--- src/rtl/acc_cpu_param_if.sv ---
// Memory-side bus of the accumulator CPU: read data, ready handshake, write strobe and
// address, plus a read-only view of the core registers for checkers.
interface acc_cpu_param_if #(
    parameter int DATA_W = 32,
    parameter int ADDR_W = 16
);
    // Handshake: the CPU holds mem_req, address, we and data_out stable until an edge
    // that samples mem_ready=1. That edge completes the transfer, and read data is
    // taken from data_in on it. mem_ready is ignored while mem_req=0.
    logic [DATA_W-1:0] data_in;
    logic              mem_ready;
    logic [DATA_W-1:0] data_out;
    logic [ADDR_W-1:0] address;
    logic              we;
    logic              mem_req;
    logic              halted;

    logic [1:0]        dbg_state;
    logic [ADDR_W-1:0] dbg_pc;
    logic [DATA_W-1:0] dbg_ir;
    logic              dbg_z;
    logic              dbg_c;

    modport master (
        input  data_in, mem_ready,
        output data_out, address, we, mem_req, halted,
        output dbg_state, dbg_pc, dbg_ir, dbg_z, dbg_c
    );

    modport slave (
        output data_in, mem_ready,
        input  data_out, address, we, mem_req, halted
    );

    modport monitor (
        input data_in, mem_ready, data_out, address, we, mem_req, halted,
        input dbg_state, dbg_pc, dbg_ir, dbg_z, dbg_c
    );
endinterface

--- src/rtl/acc_cpu_param.sv ---
// Parametrised fetch/execute accumulator CPU with a ready-based memory handshake,
// Z/C flags, conditional branches and a sticky HALT state.
module acc_cpu_param #(
    parameter int DATA_W = 32,
    parameter int ADDR_W = 16
) (
    input  logic            clock,
    input  logic            reset,
    acc_cpu_param_if.master bus
);

    typedef enum logic [1:0] {
        S_FETCH   = 2'd0,
        S_EXECUTE = 2'd1,
        S_HALT    = 2'd2
    } state_t;

    localparam logic [3:0] OP_NOP  = 4'b0000;
    localparam logic [3:0] OP_ADD  = 4'b0001;
    localparam logic [3:0] OP_SHL  = 4'b0010;
    localparam logic [3:0] OP_SHR  = 4'b0011;
    localparam logic [3:0] OP_LDI  = 4'b0100;
    localparam logic [3:0] OP_LD   = 4'b0101;
    localparam logic [3:0] OP_OR   = 4'b0110;
    localparam logic [3:0] OP_ST   = 4'b0111;
    localparam logic [3:0] OP_BR   = 4'b1000;
    localparam logic [3:0] OP_AND  = 4'b1001;
    localparam logic [3:0] OP_SUB  = 4'b1010;
    localparam logic [3:0] OP_XOR  = 4'b1011;
    localparam logic [3:0] OP_BZ   = 4'b1100;
    localparam logic [3:0] OP_BC   = 4'b1101;
    localparam logic [3:0] OP_RSV  = 4'b1110;
    localparam logic [3:0] OP_HALT = 4'b1111;

    localparam logic [DATA_W-1:0] SHIFT_LIMIT = DATA_W'(DATA_W);

    state_t            state, state_d;
    logic [ADDR_W-1:0] pc, pc_d;
    logic [DATA_W-1:0] ir, ir_d;
    logic [DATA_W-1:0] ac, ac_d;
    logic              z, z_d;
    logic              c, c_d;

    logic [3:0]        opcode;
    logic [ADDR_W-1:0] operand;
    logic [DATA_W-1:0] m;
    logic              is_mem_op;
    logic              exec_fire;
    logic [DATA_W:0]   add_full;
    logic [DATA_W-1:0] sub_res;
    logic              sub_borrow;
    logic [DATA_W-1:0] shl_res;
    logic [DATA_W-1:0] shr_res;
    logic [DATA_W-1:0] ac_new;
    logic              ac_wr;
    logic              unused_ir;

    assign opcode    = ir[DATA_W-1 -: 4];
    assign operand   = ir[ADDR_W-1:0];
    assign m         = bus.data_in;
    assign unused_ir = ^ir;

    always_comb begin
        is_mem_op = 1'b0;
        case (opcode)
            OP_ADD, OP_SHL, OP_SHR, OP_LD, OP_OR,
            OP_ST, OP_AND, OP_SUB, OP_XOR: is_mem_op = 1'b1;
            default:                       is_mem_op = 1'b0;
        endcase
    end

    // Non-memory ops finish on the first execute edge; memory ops wait for mem_ready.
    assign exec_fire = (state == S_EXECUTE) && (!is_mem_op || bus.mem_ready);

    assign add_full   = {1'b0, ac} + {1'b0, m};
    assign sub_res    = ac - m;
    assign sub_borrow = (m > ac);
    assign shl_res    = (m >= SHIFT_LIMIT) ? '0 : (ac << m);
    assign shr_res    = (m >= SHIFT_LIMIT) ? '0 : (ac >> m);

    always_ff @(posedge clock or negedge reset) begin
        if (!reset) begin
            state <= S_FETCH;
            pc    <= '0;
            ir    <= '0;
            ac    <= '0;
            z     <= 1'b1;
            c     <= 1'b0;
        end else begin
            state <= state_d;
            pc    <= pc_d;
            ir    <= ir_d;
            ac    <= ac_d;
            z     <= z_d;
            c     <= c_d;
        end
    end

    always_comb begin
        state_d = state;
        pc_d    = pc;
        ir_d    = ir;
        ac_d    = ac;
        z_d     = z;
        c_d     = c;
        ac_new  = ac;
        ac_wr   = 1'b0;

        case (state)
            S_FETCH: begin
                if (bus.mem_ready) begin
                    ir_d    = bus.data_in;
                    pc_d    = pc + ADDR_W'(1);
                    state_d = S_EXECUTE;
                end
            end

            S_EXECUTE: begin
                if (exec_fire) begin
                    state_d = S_FETCH;
                    // Branch conditions use z/c as they stood before this instruction.
                    case (opcode)
                        OP_ADD: begin
                            ac_new = add_full[DATA_W-1:0];
                            ac_wr  = 1'b1;
                            c_d    = add_full[DATA_W];
                        end
                        OP_SHL: begin
                            ac_new = shl_res;
                            ac_wr  = 1'b1;
                        end
                        OP_SHR: begin
                            ac_new = shr_res;
                            ac_wr  = 1'b1;
                        end
                        OP_LDI: begin
                            ac_new = {{(DATA_W-ADDR_W){1'b0}}, operand};
                            ac_wr  = 1'b1;
                        end
                        OP_LD: begin
                            ac_new = m;
                            ac_wr  = 1'b1;
                        end
                        OP_OR: begin
                            ac_new = ac | m;
                            ac_wr  = 1'b1;
                        end
                        OP_AND: begin
                            ac_new = ac & m;
                            ac_wr  = 1'b1;
                        end
                        OP_SUB: begin
                            ac_new = sub_res;
                            ac_wr  = 1'b1;
                            c_d    = sub_borrow;
                        end
                        OP_XOR: begin
                            ac_new = ac ^ m;
                            ac_wr  = 1'b1;
                        end
                        OP_BR: pc_d = operand;
                        OP_BZ: if (z) pc_d = operand;
                        OP_BC: if (c) pc_d = operand;
                        OP_HALT: state_d = S_HALT;
                        default: ; // NOP, ST and the reserved opcode leave registers alone
                    endcase

                    if (ac_wr) begin
                        ac_d = ac_new;
                        z_d  = (ac_new == '0);
                    end
                end
            end

            S_HALT: state_d = S_HALT;

            default: state_d = S_FETCH;
        endcase
    end

    assign bus.data_out = ac;
    assign bus.address  = (state == S_EXECUTE) ? operand : pc;
    assign bus.we       = (state == S_EXECUTE) && (opcode == OP_ST);
    assign bus.mem_req  = (state == S_FETCH) || ((state == S_EXECUTE) && is_mem_op);
    assign bus.halted   = (state == S_HALT);

    assign bus.dbg_state = state;
    assign bus.dbg_pc    = pc;
    assign bus.dbg_ir    = ir;
    assign bus.dbg_z     = z;
    assign bus.dbg_c     = c;

endmodule

--- src/flat_wrapper.sv ---
// flat-port wrapper written by rule: the top's interface ports become plain ports
module acc_cpu_param_flat 
#(
    parameter int DATA_W = 32,
    parameter int ADDR_W = 16
)
  (clock, reset, bus_data_in, bus_mem_ready, bus_data_out, bus_address, bus_we, bus_mem_req, bus_halted, bus_dbg_state, bus_dbg_pc, bus_dbg_ir, bus_dbg_z, bus_dbg_c);
  acc_cpu_param_if #(.DATA_W(DATA_W), .ADDR_W(ADDR_W)) bus_i ();
  input  logic clock;
  input  logic reset;
  input wire logic [$bits(bus_i.data_in)-1:0] bus_data_in;
  input wire logic [$bits(bus_i.mem_ready)-1:0] bus_mem_ready;
  output wire logic [$bits(bus_i.data_out)-1:0] bus_data_out;
  output wire logic [$bits(bus_i.address)-1:0] bus_address;
  output wire logic [$bits(bus_i.we)-1:0] bus_we;
  output wire logic [$bits(bus_i.mem_req)-1:0] bus_mem_req;
  output wire logic [$bits(bus_i.halted)-1:0] bus_halted;
  output wire logic [$bits(bus_i.dbg_state)-1:0] bus_dbg_state;
  output wire logic [$bits(bus_i.dbg_pc)-1:0] bus_dbg_pc;
  output wire logic [$bits(bus_i.dbg_ir)-1:0] bus_dbg_ir;
  output wire logic [$bits(bus_i.dbg_z)-1:0] bus_dbg_z;
  output wire logic [$bits(bus_i.dbg_c)-1:0] bus_dbg_c;
  assign bus_i.data_in = bus_data_in;
  assign bus_i.mem_ready = bus_mem_ready;
  assign bus_data_out = bus_i.data_out;
  assign bus_address = bus_i.address;
  assign bus_we = bus_i.we;
  assign bus_mem_req = bus_i.mem_req;
  assign bus_halted = bus_i.halted;
  assign bus_dbg_state = bus_i.dbg_state;
  assign bus_dbg_pc = bus_i.dbg_pc;
  assign bus_dbg_ir = bus_i.dbg_ir;
  assign bus_dbg_z = bus_i.dbg_z;
  assign bus_dbg_c = bus_i.dbg_c;
  acc_cpu_param #(.DATA_W(DATA_W), .ADDR_W(ADDR_W)) u_core (.clock(clock), .reset(reset), .bus(bus_i));
endmodule
--- config.mk ---
export PLATFORM = sky130hd
export DESIGN_NAME = acc_cpu_param_flat
export DESIGN_NICKNAME = d
export VERILOG_FILES = /design/src/rtl/acc_cpu_param_if.sv /design/src/rtl/acc_cpu_param.sv /design/src/flat_wrapper.sv
export SDC_FILE = /design/constraint.sdc
export NUM_CORES = 1
export LEC_CHECK = 0
export BUFFER_PORTS_ARGS = -buffer_cell sky130_fd_sc_hd__buf_2
export CAP_MARGIN = 10
export CORE_MARGIN = 2
export CORE_UTILIZATION = 45
export CTS_CLUSTER_DIAMETER = 80
export DETAILED_ROUTE_END_ITERATION = 16
export PLACE_DENSITY = 0.73
export SYNTH_ARGS = -nofsm -noshare
export SYNTH_HDL_FRONTEND = slang
export SYNTH_SLANG_ARGS = --single-unit
export TNS_END_PERCENT = 100
--- constraint.sdc ---
create_clock -name clock -period 5.24 [get_ports clock]
set_clock_uncertainty 0.1 [all_clocks]
set_input_delay 0.524 -clock clock [delete_from_list [all_inputs] [get_ports clock]]
set_output_delay 0.524 -clock clock [all_outputs]
set_load 0.05 [all_outputs]
==> results_dict.tcl <==
set metrics [dict create \
    dieArea_um2 32800 \
    ys.flop_type "dfrtp_1" \
    avgSynthCellArea_um2 7.75 \
    finalWirelength_um 69100 \
    ys_ff_latch 84 \
    n_fill_cell 3021 \
    final-setup-viol-count 0 \
    cp.arrival_ns 5.29 \
    crit_family "compound AO/OA/AOI/OAI gates" \
    start_kind "flip-flop" \
    rows 64 \
    die_y_um 181 \
    syn_to_final_growth_pct 11.8 \
    wl_per_cell_um 29.9 \
    post-cts-setup-buffers 0 \
    htree_levels 3 \
    pwr-share-seq_pct 13.0 \
    rsz0062_at_grt "no" \
    muxShareOfSynthArea_pct 19.5 \
    clkTransAtPathRegs_ns 0.07 \
    gp_congestion 1.04 \
    critPathSlowestCell "nor4b_1" \
    ant_nets 0 \
    status "complete, no violations" \
    yosys.area_share.simple_pct 19.5 \
    synth_top_family_by_area "compound AO/OA/AOI/OAI gates" \
    tightest_slew_ns 1.29 \
    fin_crit_sh_pct 97.2 \
    portBuffers 137 \
    vias 16714 \
    path_buf_inv 3 \
    synth_area_um2 14100 \
    hpwl_um 52300 \
    grt_max_degree 65 \
    worstSetupEndpointType "flip-flop" \
    grt_usage_pct 41.1 \
    critPathKind "reg -> reg" \
    clk_latency_ns 0.38 \
    powerDensity_nw_per_um2 717 \
    power_frac_clock_pct 6.2 \
    dp_slack_ns 0.337 \
    drc 0 \
    synth-xor-area-share_pct 0.310 \
    final_cell_mix "nand2_1, a21oi_1, buf_2" \
    async_flop_share_pct 100 \
    ys_warn_count 0 \
    initial_core_util_pct 45.9 \
    drive_above_1_share_pct 21.4 \
    cts_sinks 84 \
    initialDrtViolationCount 2331 \
    cts-root-buf "clkbuf_16" \
    period_minus_slack_ns 5.09 \
    setup_ws_ns 0.146 \
    clock.fmax_mhz 196 \
    antenna_found_initial 2 \
    ys_seq_area_share_pct 14.9 \
    relSlewSlack_pct 12.7 \
    syn_inst 1823 \
    final_common_cell "nand2_1" \
    slew_viol_final 0 \
    io-pin-count 138 \
    synth_cell_type_count 93 \
    cts-buffers-inserted 9 \
    cp_max_fo 13 \
    hold_path_class "in -> async" \
    grt_pass1_wl_um 102000 \
    synth_edf_count 0 \
    synth_compound_area_share_pct 29.1 \
    overflow 0 \
    core_area_um2 30700 \
    p_int_uw 4240 \
    ir_worst_vdd_mv 0.500 \
    cap_violations 0 \
    viasPerCell 7.24 \
    cts_tree "done" \
    first_pass_iters 8 \
    crit_chain "inv_1, ha_1, inv_1, a21oi_1, nor4b_1, a21oi_1, mux2i_1, o31a_1, a31oi_1, a2111oi_0, buf_4, nand4_1, o31ai_2" \
    grt_pass1_vias 15598 \
    cellLeakagePower_uw 0.00661 \
    nNetsFinal 2038 \
    cts.path.max_buffers 2 \
    p_switching_uw 7090 \
    setup_tns_ns 0 \
    switching_share_pct 62.6 \
    pwr-share-comb_pct 80.8 \
    die_w_um 181 \
    synthAdderAreaFrac_pct 8.88 \
    whs_ns 0.0693 \
    cpPeakStageDelay_ns 1.08 \
    fin_util_pct 51.3 \
    cp.required_ns 5.43 \
    synth_fp_nets 1957 \
    hold_viol_final 0 \
]
[synth_stat cells, types with 28 or more instances]
cell type	count	area (um2)
a21oi_1	154	771
a31oi_1	28	175
clkbuf_1	134	503
dfrtp_1	83	2080
ha_1	97	1210
inv_1	96	360
mux2_2	55	619
mux2i_1	64	641
mux4_2	64	1440
nand2_1	176	661
nand3_1	46	230
nor2_1	114	428
nor3_1	42	210
o211ai_1	40	300
o21ai_0	112	561
[registers in the layout, summed over array words and instances (netlist names)]
register	cells
u_core.bus.dbg_state	2
u_core.bus.data_out	32
u_core.bus.dbg_c	1
u_core.bus.dbg_pc	16
u_core.bus.dbg_ir	32
u_core.bus.dbg_z	1
[stage by stage]
step,total power [uW],cell area (um2),cells
2_1_floorplan,7360,14100,1823
3_3_place_gp,10200,15500,2289
6_report,11300,15800,2307
5_1_grt,11800,15800,2305
4_1_cts,11000,15800,2305
3_5_place_dp,10300,15500,2289
[layer usage]
| metal | up-vias | routed length, um | share of wire, % | track usage, % |
|---|---|---|---|---|
| met1 | 8054 | 27000 | 39 | 55.7 |
| li1 | 7077 | - | - | - |
| met3 | 275 | 8440 | 12 | 9.66 |
| met4 | 2 | 4030 | 5.8 | 21.7 |
| met5 | - | 12 | 0.017 | 0 |
| met2 | 1306 | 29600 | 43 | 60.8 |
[cells by family after synthesis]
family / Yosys count
multiplexers: 187
AO/OA/AOI/OAI: 616
flip-flops: 84
XOR/XNOR: 5
adder cells (fa/ha/maj): 99
AND/OR/NAND/NOR: 556
buffers and inverters: 276
[worst paths after layout]
kind | startpoint | to | slack (ns) | cells after the start
max reg2reg | u_core.bus.data_out[16] | u_core.bus.dbg_z | 0.15 | 13
min reg2reg | u_core.bus.dbg_ir[22] | u_core.bus.dbg_ir[22] | 0.41 | 1
min in group clock | bus_data_in[5] | u_core.bus.dbg_ir[5] | 0.35 | 2
max | u_core.bus.data_out[16] | u_core.bus.dbg_z | 0.15 | 13
min | reset | u_core.bus.data_out[26] | 0.07 | 1
max in group asynchronous | reset | u_core.bus.dbg_pc[3] | 3.86 | 2
[timing repair]
action,CTS,global route
hold buffers,0,0
endpoints found under the setup margin,0,1
resized for setup,0,1
[cell type report]
class	count	area (um2)	share of cell area, %
Clock inverter	6	71.3	0.452
Antenna cell	2	5.00	0.0317
Multi-Input combinational cell	1463	11000	69.5
Timing Repair Buffer	243	1530	9.67
Tap cell	396	495	3.14
Clock buffer	10	229	1.45
Inverter	103	387	2.45
Sequential cell	84	2100	13.3
[power by group through the flow]
stage	sequential [uW]	combinational [uW]	clock (uW)
floorplan	2350	5010	0
global placement	1430	8790	0
detailed placement	1450	8810	0
CTS	1440	8850	712
global route	1500	9580	736
finish	1470	9150	708
Note: power is estimated with default switching activity, not from simulation.
